<file path="config.mk">
export PLATFORM = sky130hd
export DESIGN_NAME = fifo_wr_pipe_logic
export DESIGN_NICKNAME = d
export VERILOG_FILES = /design/src/rtl/fifo_wr_pipe_logic_pkg.sv /design/src/rtl/fifo_wr_pipe_logic.sv
export SDC_FILE = /design/constraint.sdc
export NUM_CORES = 1
export LEC_CHECK = 0
export ABC_CLOCK_PERIOD_IN_PS = 2200
export CAP_MARGIN = 20
export CORE_MARGIN = 2
export CORE_UTILIZATION = 35
export CTS_CLUSTER_DIAMETER = 60
export DETAILED_ROUTE_END_ITERATION = 10
export PLACE_DENSITY = 0.69
export SETUP_SLACK_MARGIN = 0.5
export SYNTH_ARGS = -nofsm -noshare
export SYNTH_HDL_FRONTEND = slang
export SYNTH_SLANG_ARGS = --single-unit
</file>
<file path="constraint.sdc">
create_clock -name clk -period 2.2 [get_ports clk]
set_input_delay 0.55 -clock clk [delete_from_list [all_inputs] [get_ports clk]]
set_output_delay 0.55 -clock clk [all_outputs]
set_load 0.01 [all_outputs]
</file>
<file path="src/rtl/fifo_wr_pipe_logic_pkg.sv">
// Shared constants for the write-side pipeline register in front of a FIFO.
// Holds the occupancy encoding and small decode helpers for full/idle.
package fifo_wr_pipe_logic_pkg;

    localparam int FWP_DEFAULT_WIDTH = 8;

    // Occupancy of the two-entry register stage
    localparam logic [1:0] CNT_EMPTY = 2'd0;
    localparam logic [1:0] CNT_ONE   = 2'd1;
    localparam logic [1:0] CNT_TWO   = 2'd2;

    // Both entries occupied: the producer must be stalled
    function automatic logic cnt_is_full(input logic [1:0] cnt);
        return cnt == CNT_TWO;
    endfunction

    // No entries occupied: nothing to hand to the FIFO
    function automatic logic cnt_is_idle(input logic [1:0] cnt);
        return cnt == CNT_EMPTY;
    endfunction

endpackage

</file>
<file path="src/rtl/fifo_wr_pipe_logic.sv">
// Two-entry write pipeline between a producer and a synchronous FIFO write port.
// The producer sees a fully registered full flag, and the FIFO sees registered
// data. The only combinational input-to-output path is fifo_full -> fifo_wr_en.
module fifo_wr_pipe_logic
    import fifo_wr_pipe_logic_pkg::*;
#(
    parameter int WIDTH = FWP_DEFAULT_WIDTH
) (
    input  logic             clk,
    input  logic             rst,
    input  logic [WIDTH-1:0] din,
    input  logic             wr_en,
    output logic             full,
    output logic             overflow,
    output logic             idle,
    output logic [WIDTH-1:0] fifo_din,
    output logic             fifo_wr_en,
    input  logic             fifo_full
);

    logic [WIDTH-1:0] buf0_q, buf0_d;
    logic [WIDTH-1:0] buf1_q, buf1_d;
    logic [1:0]       cnt_q, cnt_d;
    logic             full_q, full_d;
    logic             idle_q, idle_d;
    logic             overflow_q, overflow_d;
    logic             push;
    logic             pop;

    // The head entry is always what the FIFO sees; it is written whenever held and not blocked
    always_comb begin
        fifo_wr_en = (cnt_q != CNT_EMPTY) && !fifo_full;
        fifo_din   = buf0_q;
        push       = wr_en && !full_q;
        pop        = fifo_wr_en;
    end

    // Next-state for the two-entry buffer; full/idle are precomputed from the next occupancy
    always_comb begin
        buf0_d = buf0_q;
        buf1_d = buf1_q;
        cnt_d  = cnt_q;
        case ({push, pop})
            2'b10: begin
                if (cnt_q == CNT_EMPTY) begin
                    buf0_d = din;
                    cnt_d  = CNT_ONE;
                end else if (cnt_q == CNT_ONE) begin
                    buf1_d = din;
                    cnt_d  = CNT_TWO;
                end
            end
            2'b01: begin
                if (cnt_q == CNT_TWO) begin
                    buf0_d = buf1_q;
                    cnt_d  = CNT_ONE;
                end else if (cnt_q == CNT_ONE) begin
                    cnt_d  = CNT_EMPTY;
                end
            end
            2'b11: begin
                // Only reachable with one entry: the head leaves as the new word replaces it
                buf0_d = din;
                cnt_d  = CNT_ONE;
            end
            default: begin
            end
        endcase
        full_d     = cnt_is_full(cnt_d);
        idle_d     = cnt_is_idle(cnt_d);
        overflow_d = overflow_q || (wr_en && full_q);
    end

    // State registers, cleared asynchronously so outputs are quiet during reset
    always_ff @(posedge clk or posedge rst) begin
        if (rst) begin
            buf0_q     <= '0;
            buf1_q     <= '0;
            cnt_q      <= CNT_EMPTY;
            full_q     <= 1'b0;
            idle_q     <= 1'b1;
            overflow_q <= 1'b0;
        end else begin
            buf0_q     <= buf0_d;
            buf1_q     <= buf1_d;
            cnt_q      <= cnt_d;
            full_q     <= full_d;
            idle_q     <= idle_d;
            overflow_q <= overflow_d;
        end
    end

    assign full     = full_q;
    assign idle     = idle_q;
    assign overflow = overflow_q;

endmodule

</file>
Yosys cells after proc, flatten, opt, wreduce, memory -nomap -nowiden
Index checks and enable logic that the tools add are counted.
{"block": "word_totals", "regBits": 21, "out_inout_bits": 12}
{"block": "classes", "n_bitwise": 1, "n_eq_ne": 8, "muxes": 8, "reduce_logical": 12}
{"operator": "$pmux W8 S3", "count": 1}
{"operator": "$mux W8", "count": 2}
{"operator": "$eq A2 B2 Y1 const B", "count": 4}
{"operator": "$mux W2", "count": 4}
{"operator": "$pmux W2 S3", "count": 1}
{"operator": "$reduce_and A3 Y1", "count": 2}
{"operator": "$eq A2 B1 Y1 const B", "count": 2}
{"operator": "$logic_not A2 Y1", "count": 2}
{"operator": "$ne A2 B2 Y1 const B", "count": 2}
{"operator": "$logic_and A1 B1 Y1", "count": 3}
{"operator": "$reduce_bool A3 Y1", "count": 1}
{"operator": "$logic_not A1 Y1", "count": 2}
{"operator": "$reduce_bool A2 Y1", "count": 1}
{"operator": "$logic_or A1 B1 Y1", "count": 1}
{"operator": "$not A1 Y1", "count": 1}

Longest topological paths before layout
Gate-level depths: netlist of the first run.
{"block": "logic_depth", "word_depth": 5, "mapped_depth": 8, "mapped_depth_nobuf": 7}

Worst setup path after synthesis of the first run
No wires, ideal clock.
{"block": "synth_timing", "path_type": "reg-to-output", "start": "register with a tool-made name", "end": "output port fifo_wr_en", "slack_ps": 602, "arrival_time_ps": 1048, "t_required_ps": 1650, "path_buffers": 1, "path_stages_with_launch": 6, "path_cell_list": "dfrtp_1 > inv_1 > ha_1 > or2_1 > buf_6 > clkinv_2"}
{"item": "end: declaration", "line_no": "fifo_wr_pipe_logic.sv:17", "source": "output logic fifo_wr_en,"}

Worst setup path in the final report of the first run
{"block": "layout_timing", "start": "register cnt_q[1]", "end": "output port fifo_wr_en"}
{"block": "layout_between", "elab_chain_len": 2}
{"item": "start: declaration", "line_no": "fifo_wr_pipe_logic.sv:23", "source": "logic [1:0] cnt_q, cnt_d;"}
{"item": "start signal: assignment", "line_no": "fifo_wr_pipe_logic.sv:86", "source": "cnt_q <= cnt_d;"}
{"item": "$reduce_bool A2 Y1", "line_no": "fifo_wr_pipe_logic.sv:32", "source": "fifo_wr_en = (cnt_q != CNT_EMPTY) && !fifo_full;"}
{"item": "$logic_and A1 B1 Y1", "line_no": "fifo_wr_pipe_logic.sv:32"}
No other way between the ends.

==> results.py, run 1 <==
metrics = {
    "timing": {
        "finalHoldViolations": 0,
        "slew_headroom_pct": 78.62,
        "max_freq_mhz": 540.9,
        "final.period_utilization_pct": 84.04,
        "post_layout_min_period_ps": 1849,
        "final.setup.worst_slack_ps": 351.1,
        "setup_violations": 0,
        "timing_worst_slew_pin_value_ps": 320.4,
        "maxSlewViolCount": 0,
        "grt_setup_unrepaired": "yes",
        "final.hold.worst_slack_ps": 455.7,
        "worst_clock_skew_ps": 2.551,
    },
    "worst_setup_path": {
        "worstPathMaxFanout": 3,
        "rr_worst_depth": 10,
        "critical_path_arrival_ps": 1300,
        "worstPathRequired_ps": 1650,
        "worstReg2RegStart": "cnt_q[1]",
        "critical_path.startpoint_type": "register",
        "timing_worst_setup_path_type": "reg2out",
        "register_to_register_path_setup_slack_ps": 440,
        "kind_of_end_point_of_the_critical_path": "output pin",
        "worst_r2r_endpoint": "idle",
    },
    "yosys": {
        "synthSimpleGateAreaFrac_pct": 11.84,
        "yosysUniqueCellTypes": 23,
        "share_of_cell_area_taken_by_muxes_after_synthesis_pct": 18.14,
        "yosys_warnings": 0,
        "synth_top_family_by_area": "multiplexers",
        "synth-seq-cells": 21,
        "synthesis.area_per_instance_um2": 12.26,
        "ys_seq_area_share_pct": 53.02,
        "synth_compound_gate_area_share_pct": 8.060,
        "fraction_of_synthesized_cell_area_in_xor_and_xnor_cells_pct": 0,
        "mappedNetlistNets": 97,
        "synthAdderAreaFrac_pct": 5.038,
        "syn_area_um2": 993.5,
        "syn_inst": 81,
    },
    "global_route": {
        "number_of_global_route_vias_before_repair": 689,
        "grt_remaining_overflow": 0,
        "grt_start_max_net_pins": 17,
        "globalRouteTotalUtil_pct": 11.74,
        "grt_first_pass_wirelength_um": 2960,
        "antenna_found_initial": 0,
    },
    "hold_path": {
        "hold_depth": 1,
        "min_to": "overflow",
        "hold_path_class": "reg2reg",
        "holdCritStartpoint": "overflow",
    },
    "power_and_ir_drop": {
        "leakagePower_nw": 0.6848,
        "pwr_density_cell_nw_per_um2": 1233,
        "vdd.ir_drop.worst_mv": 0.5892,
        "power.total_mw": 1.668,
    },
    "place": {
        "place_area_um2": 1262,
        "hpwlAfterDp_um": 1289,
        "detailedPlace.worstSlack_ps": -147.6,
        "dp.cells": 136,
        "globalplace.congestion": 0.7321,
        "portBuffers": 23,
    },
    "clocking": {
        "tritoncts": "built",
        "clock-root-buffer": "clkbuf_4",
        "worst_skew_pair_later_pin_latency_ps": 290,
        "cts_hold_buf": 0,
        "numCtsBuffers": 3,
        "clk_path_buf_depth": 2,
        "number_of_clock_sinks": 21,
        "cts_max_level": 1,
        "clkSlewWorstSetupHoldPaths_ps": 100,
    },
    "layout": {
        "layout.nets": 133,
        "seqCellArea_um2": 526.8,
        "drive_gt1_share_pct": 31.90,
        "mostFrequentLayoutCell": "dfrtp_1",
        "syn_to_final_growth_pct": 36.15,
        "postLayoutCellArea_um2": 1353,
        "final.fill_count": 253,
        "multiInputGateArea_um2": 447.9,
        "commonest_cells_after_routing_fill_and_taps_aside": "dfrtp_1 (20), dlygate4sd2_1 (12), nand2_1 (10), clkdlybuf4s50_1 (10)",
        "antenna_cells_inserted": 0,
        "fin_cells": 147,
    },
    "floorplan": {
        "design.die.area_um2": 3280,
        "initial_core_util_pct": 36.34,
        "std_cell_rows": 19,
        "boundaryPins": 24,
        "die-height_um": 57.28,
        "die_w_um": 57.28,
        "fp.coreArea_um2": 2734,
    },
    "status": {
        "run_status": "complete, no violations",
    },
    "drt": {
        "drt-total-wl_um": 1814,
        "post-route-drc-count": 0,
        "ant_nets": 0,
        "detailedRoute.firstIterationViolations": 6,
        "wire_per_inst_um": 12.34,
        "routed_via_density": 4.741,
        "dr_total_vias": 697,
        "drt_pass1_iterations": 4,
    },
    "flow_run": {
        "max_cap_violations": 0,
    },
}
==> cell families after synthesis <==
logic type      after synthesis
buf+inv                       6
compound gates               13
mux                          17
fa+ha+maj                     4
simple gates                 20
flops                        21
==> worst max path at each step <==
stage | slack, ps | startpoint | cells after the start | to
floorplan | 600 | register | 5 | fifo_wr_en
global placement | -110 | fifo_full | 4 | fifo_wr_en
global route | 260 | cnt_q[1] | 5 | fifo_wr_en
CTS | 320 | register | 5 | fifo_wr_en
finish | 350 | cnt_q[1] | 5 | fifo_wr_en
detailed placement | -150 | fifo_full | 4 | fifo_wr_en
==> where the power goes <==
part | internal (mW) | switching, mW
sequential | 0.576 | 0.0874
clock | 0.0704 | 0.102
combinational | 0.448 | 0.384
total | 1.09 | 0.573
==> sequential cells by signal (all words and copies together), names as in the netlist, named ones only <==
| name | flops |
|---|---|
| cnt_q | 1 |
| full | 1 |
| overflow | 1 |
| fifo_din | 8 |
| buf1_q | 8 |
| idle | 1 |
==> what timing repair did <==
item / in CTS / in global routing
pin swaps: 1 / 4
setup endpoints to repair: 12 / 11
buffers inserted: 3 / 4
resized for setup: 17 / 10
==> metal layers <==
layer | vias to the layer above | wire (µm) | GRT usage (%) | share of wire [%]
li1 | 344 | - | - | -
met1 | 338 | 819 | 14.52 | 45
met2 | 13 | 904 | 19.21 | 50
met3 | 2 | 63 | 2.041 | 3.5
met4 | 0 | 27 | 6.977 | 1.5
met5 | - | 0 | 0 | 0
==> cells in the mapped netlist <==
master    number  area [µm²]
or2_1          1       6.260
mux2i_1        9       90.09
mux2_2         8       90.09
a21o_1         2       15.01
inv_1          3       11.26
o21ai_2        1       8.760
dfrtp_1       20       500.5
buf_6          2       22.52
nor2b_4        1       13.76
nor2_2         1       6.260
and2b_2        1       8.760
nand2_1       10       37.54
o21ai_1        8       40.04
a32o_2         1       11.26
nand2b_1       2       12.51
dfstp_2        1       26.28
ha_1           4       50.05
and2b_1        1       7.510
o21ai_0        1       5.000
nand2_4        1       11.26
nor2_1         1       3.750
nand3_2        1       10.01
clkinv_2       1       5.000
==> final cells by class <==
cell class              instances  area share (%)
well taps                      31           2.868
flip-flops and latches         21           38.95
inverters                       4           1.295
clock buffers                   4           1.943
multi-input cells              54           33.12
repair buffers                 33           21.83
==> stage by stage <==
step                      util [%]  setup TNS, ps
final                        49.47              0
after global routing         49.47              0
after CTS                    47.46              0
after detailed placement     46.18         -147.6
after global placement       46.18         -109.4
after floorplan                  -              0
==> worst max-delay path, cell delays in order, from the launching register on <==
cell and delay (ps):
dfrtp_1 380, inv_2 70, ha_4 160, or2_4 250, inv_4 60, buf_6 90
Note: power is estimated with default switching activity, not from simulation.
==> inputs of run 2 (changes only) <==
- ABC_CLOCK_PERIOD_IN_PS: 2200 -> 1900
- clock period: 2.2 -> 1.9 ns (I/O delays scaled with it)
==> run 2 against run 1 <==
Effect of this change:
- die area did not move
- core utilization rose by 2.9 points
- power rose by 29%
- sequential share of layout area fell by 2.2 points
- clock skew barely moved
- sequential cell count did not move
- sequential power rose by 18%
- cell count rose by 4.1%
- clock-buffer cell count did not move
- register-to-register slack got worse by 200 ps
- hold slack got worse by 48 ps
- critical path type unchanged
- critical endpoint unchanged
- highest routed layer unchanged
==> results.py, run 2 (synthesized netlist as in run 1, its figures left out) <==
metrics = {
    "status": {
        "run_status": "complete, no violations",
    },
    "global_route": {
        "grt_first_pass_wirelength_um": 3360,
        "globalRouteTotalUtil_pct": 13.13,
        "grt_start_max_net_pins": 17,
        "number_of_global_route_vias_before_repair": 730,
        "antenna_found_initial": 0,
        "grt_remaining_overflow": 0,
    },
    "layout": {
        "layout.nets": 139,
        "mostFrequentLayoutCell": "dfrtp_1",
        "fin_cells": 153,
        "commonest_cells_after_routing_fill_and_taps_aside": "dfrtp_1 (20), buf_4 (13), nand2_1 (10), clkdlybuf4s50_1 (10), buf_2 (10)",
        "syn_to_final_growth_pct": 44.21,
        "antenna_cells_inserted": 0,
        "drive_gt1_share_pct": 46.72,
    },
    "timing": {
        "finalHoldViolations": 0,
        "timing_worst_slew_pin_value_ps": 332.3,
        "post_layout_min_period_ps": 1746,
        "setup_violations": 0,
        "max_freq_mhz": 572.8,
        "final.setup.tns_ps": 0,
        "worst_clock_skew_ps": 2.402,
        "final.period_utilization_pct": 91.89,
        "slew_headroom_pct": 77.85,
        "grt_setup_unrepaired": "yes",
        "maxSlewViolCount": 0,
    },
    "place": {
        "globalplace.congestion": 0.7240,
        "hpwlAfterDp_um": 1360,
        "dp.cells": 138,
        "portBuffers": 23,
    },
    "drt": {
        "dr_total_vias": 714,
        "drt-total-wl_um": 1960,
        "drt_pass1_iterations": 3,
        "ant_nets": 0,
        "wire_per_inst_um": 12.81,
        "routed_via_density": 4.667,
        "detailedRoute.firstIterationViolations": 3,
        "post-route-drc-count": 0,
    },
    "clocking": {
        "clock-root-buffer": "clkbuf_4",
        "numCtsBuffers": 3,
        "number_of_clock_sinks": 21,
        "clk_path_buf_depth": 2,
        "tritoncts": "built",
        "cts_max_level": 1,
        "worst_skew_pair_later_pin_latency_ps": 290,
        "clkSlewWorstSetupHoldPaths_ps": 110,
        "cts_hold_buf": 0,
    },
    "worst_setup_path": {
        "rr_worst_depth": 10,
        "timing.critical_path.from": "cnt_q[1]",
        "worstReg2RegStart": "cnt_q[1]",
        "worstPathRequired_ps": 1420,
        "worstPathMaxFanout": 2,
        "critical_path.startpoint_type": "register",
        "critical_path_arrival_ps": 1270,
        "timing_worst_setup_path_type": "reg2out",
        "kind_of_end_point_of_the_critical_path": "output pin",
    },
    "floorplan": {
        "initial_core_util_pct": 36.34,
        "boundaryPins": 24,
        "std_cell_rows": 19,
        "die_w_um": 57.28,
        "design.die.area_um2": 3280,
        "fp.coreArea_um2": 2734,
        "die-height_um": 57.28,
    },
    "hold_path": {
        "hold_path_class": "in2async",
    },
    "power_and_ir_drop": {
        "pwr_density_cell_nw_per_um2": 1499,
        "vdd.ir_drop.worst_mv": 0.8814,
        "leakagePower_nw": 0.7294,
    },
    "flow_run": {
        "max_cap_violations": 0,
    },
}
[run 2: cell types whose count changed in the layout (fill, tap and decap cells not counted), sizes merged]
| cell | change |
|---|---|
| inv | -1 |
| dlygate4sd2 | -11 |
| buf | +17 |
| clkinv | +1 |
[run 2: layout make-up]
class	count	area, µm²
Multi-Input combinational cell	54	508.0
Sequential cell	21	526.8
Clock buffer	4	26.28
Inverter	4	20.02
Fill cell	249	1301
Tap cell	31	38.79
Timing Repair Buffer	39	312.8
[run 2: worst paths after layout]
path	end	slack, ps
max	fifo_wr_en	150
min	fifo_din[0]	410
max reg2reg	fifo_din[5]	240
min reg2reg	overflow	460
max in group asynchronous	idle	940
min in group clk	overflow	460
[run 2: worst max-delay path, stage by stage (launching register included)]
cell	delay (ps)
dfrtp_1	380
inv_2	60
ha_4	150
or2_4	240
clkinv_4	50
buf_6	90
[run 2: routing by layer]
metal	vias up	part of all wire, %	global-route usage [%]
li1	356	-	-
met1	345	48	18.68
met2	11	48	20.85
met3	2	2.3	0.6803
met4	0	1.5	5.980
met5	-	0	0
[run 2: what timing repair did]
action | CTS | global route
gates resized for setup | 57 | 8
buffers inserted | 8 | 3
endpoints found under the setup margin | 32 | 25
endpoints found under the hold margin | 0 | 0
pin swaps | 6 | 7
[run 2: metrics by stage]
stage	hold WS, ps	power, mW	setup WS, ps	util (%)	area, µm²
floorplan	450.8	1.424	436.1	-	1039
global placement	440.0	1.768	-308.7	48.38	1323
detailed placement	448.7	1.803	-317.3	48.38	1323
CTS	408.5	2.103	132.1	51.53	1409
global route	442.4	2.312	98.15	52.40	1433
finish	407.8	2.148	154.1	52.40	1433
[run 2: report_power, final]
| group | total (mW) | switching, mW | internal [mW] |
|---|---|---|---|
| logic | 1.15 | 0.504 | 0.651 |
| registers | 0.782 | 0.114 | 0.668 |
| clock network | 0.211 | 0.130 | 0.0817 |
==> inputs of run 3 (changes only) <==
- ABC_CLOCK_PERIOD_IN_PS: 1900 -> 2250
- DONT_BUFFER_PORTS: unset -> 1
- PLACE_DENSITY: 0.69 -> 0.58
- clock period: 1.9 -> 2.25 ns (I/O delays scaled with it)
==> run 3 against run 2 <==
Effect of this change:
- clock power shrank 17%
- power is 33% lower
- sequential share of layout area increased by 12 points
- core utilization is 13 points lower
- cell count down 23%
- register-to-register slack better by 490 ps
- critical path depth decreased by 1
- die area did not move
- global-route usage down 1.7 points
- combinational power fell by 52%
- largest cell class unchanged
- largest power group is now registers
==> results.py, run 3 (synthesized netlist as in run 1, its figures left out) <==
metrics = {
    "status": {
        "run_status": "complete, no violations",
    },
    "clocking": {
        "cts_max_level": 1,
        "number_of_clock_sinks": 21,
        "cts_hold_buf": 0,
        "numCtsBuffers": 3,
        "clkSlewWorstSetupHoldPaths_ps": 120,
        "worst_skew_pair_later_pin_latency_ps": 300,
        "clk_path_buf_depth": 2,
        "tritoncts": "built",
        "clock-root-buffer": "clkbuf_4",
    },
    "power_and_ir_drop": {
        "pwr-share-clk_pct": 12.2,
        "seq_power_share_pct": 49.6,
        "pwr_density_cell_nw_per_um2": 1325,
        "leakagePower_nw": 0.5396,
        "combPwrFrac_pct": 38.2,
        "power.total_mw": 1.439,
        "switchingPower_mw": 0.5285,
        "cell_internal_pwr_mw": 0.9102,
        "vdd.ir_drop.worst_mv": 0.6460,
        "power.share.switching_pct": 36.73,
    },
    "place": {
        "portBuffers": 0,
        "hpwlAfterDp_um": 1201,
        "detailedPlace.worstSlack_ps": 605.1,
        "place_area_um2": 1010,
        "globalplace.congestion": 0.6466,
    },
    "layout": {
        "mostFrequentLayoutCell": "dfrtp_1",
        "antenna_cells_inserted": 0,
        "drive_gt1_share_pct": 33.33,
        "commonest_cells_after_routing_fill_and_taps_aside": "dfrtp_1 (20), nand2_1 (10), mux2i_1 (9)",
        "syn_to_final_growth_pct": 9.320,
        "layout.nets": 104,
        "postLayoutCellArea_um2": 1086,
    },
    "worst_setup_path": {
        "slowest_stage": "dfrtp_1",
        "crit_chain": "inv_2 -> ha_4 -> or2_4 -> clkinv_4",
        "critical_path.startpoint_type": "register",
        "timing_worst_setup_path_type": "reg2out",
        "rr_worst_depth": 7,
        "crit_path_max_incr_delay_ps": 380,
        "worstPathRequired_ps": 1690,
        "critical_path_arrival_ps": 1200,
        "kind_of_end_point_of_the_critical_path": "output pin",
        "worstPathMaxFanout": 3,
    },
    "floorplan": {
        "std_cell_rows": 19,
        "die-height_um": 57.28,
        "design.die.area_um2": 3280,
        "fp.coreArea_um2": 2734,
        "die_w_um": 57.28,
        "boundaryPins": 24,
        "initial_core_util_pct": 36.34,
    },
    "timing": {
        "final.period_utilization_pct": 78.35,
        "final.hold.worst_slack_ps": 267.7,
        "worst_clock_skew_ps": 8.390,
        "timing_worst_slew_pin_value_ps": 751.0,
        "post_layout_min_period_ps": 1763,
        "grt_setup_unrepaired": "yes",
        "max_freq_mhz": 567.2,
        "final.setup.tns_ps": 0,
        "finalHoldViolations": 0,
        "maxSlewViolCount": 0,
        "setup_violations": 0,
        "slew_headroom_pct": 49.88,
        "final.setup.worst_slack_ps": 487.1,
    },
    "global_route": {
        "number_of_global_route_vias_before_repair": 617,
        "grt_first_pass_wirelength_um": 2856,
        "grt_start_max_net_pins": 22,
        "antenna_found_initial": 0,
        "globalRouteTotalUtil_pct": 11.46,
        "grt_remaining_overflow": 0,
    },
    "drt": {
        "routed_via_density": 5.093,
        "ant_nets": 0,
        "drt-total-wl_um": 1609,
        "dr_total_vias": 601,
        "post-route-drc-count": 0,
        "detailedRoute.firstIterationViolations": 7,
        "drt_pass1_iterations": 4,
        "wire_per_inst_um": 13.64,
    },
    "flow_run": {
        "max_cap_violations": 0,
    },
    "hold_path": {
        "hold_path_class": "in2async",
    },
}
## run 3: area by class of cell
cell class,count,area [µm²]
Tap cell,31,38.79
Clock buffer,3,22.52
Timing Repair Buffer,4,30.03
Inverter,4,20.02
Fill cell,269,1648
Sequential cell,21,526.8
Multi-Input combinational cell,54,442.9
Clock inverter,1,5.005
## run 3: worst max-delay path: cells and delay by family (launching register included)
kind	cells	cell delay, ps
fa+ha+maj	1	150
flops	1	380
simple gates	1	240
buf+inv	2	130
## run 3: worst paths after layout
kind,slack [ps],startpoint,end
setup / recovery,490,register,fifo_wr_en
setup reg to reg,730,register,full
hold reg to reg,510,buf1_q[4],buf1_q[4]
max in group asynchronous,1510,rst,buf1_q[2]
hold / removal,270,rst,fifo_din[7]
min in group clk,390,wr_en,overflow
## run 3: power by group through the flow
stage / logic [mW] / clock network (mW) / registers, mW
floorplan: 0.435 / 0 / 0.698
global placement: 0.459 / 0 / 0.722
detailed placement: 0.473 / 0 / 0.733
CTS: 0.554 / 0.188 / 0.718
global route: 0.626 / 0.205 / 0.742
finish: 0.550 / 0.175 / 0.713
## run 3: what timing repair did
item	CTS	global route
resized for setup	6	0
cloned	0	0
buffers inserted	4	0
endpoints found under the setup margin	1	1
pin swaps	2	0
## run 3: metal layers
layer / GRT usage [%] / part of all wire, % / up-vias / wire length [µm]
met5: 0 / 0 / - / 0
met4: 4.983 / 2.5 / 0 / 40
met3: 6.349 / 10 / 4 / 161
met2: 16.91 / 47 / 26 / 757
met1: 13.79 / 40 / 282 / 650
li1: - / - / 289 / -
## run 3: metrics by stage
stage	std cells	util, %
floorplan	81	-
detailed placement	110	36.93
finish	118	39.73
CTS	118	39.73
global placement	110	36.93
global route	118	39.73
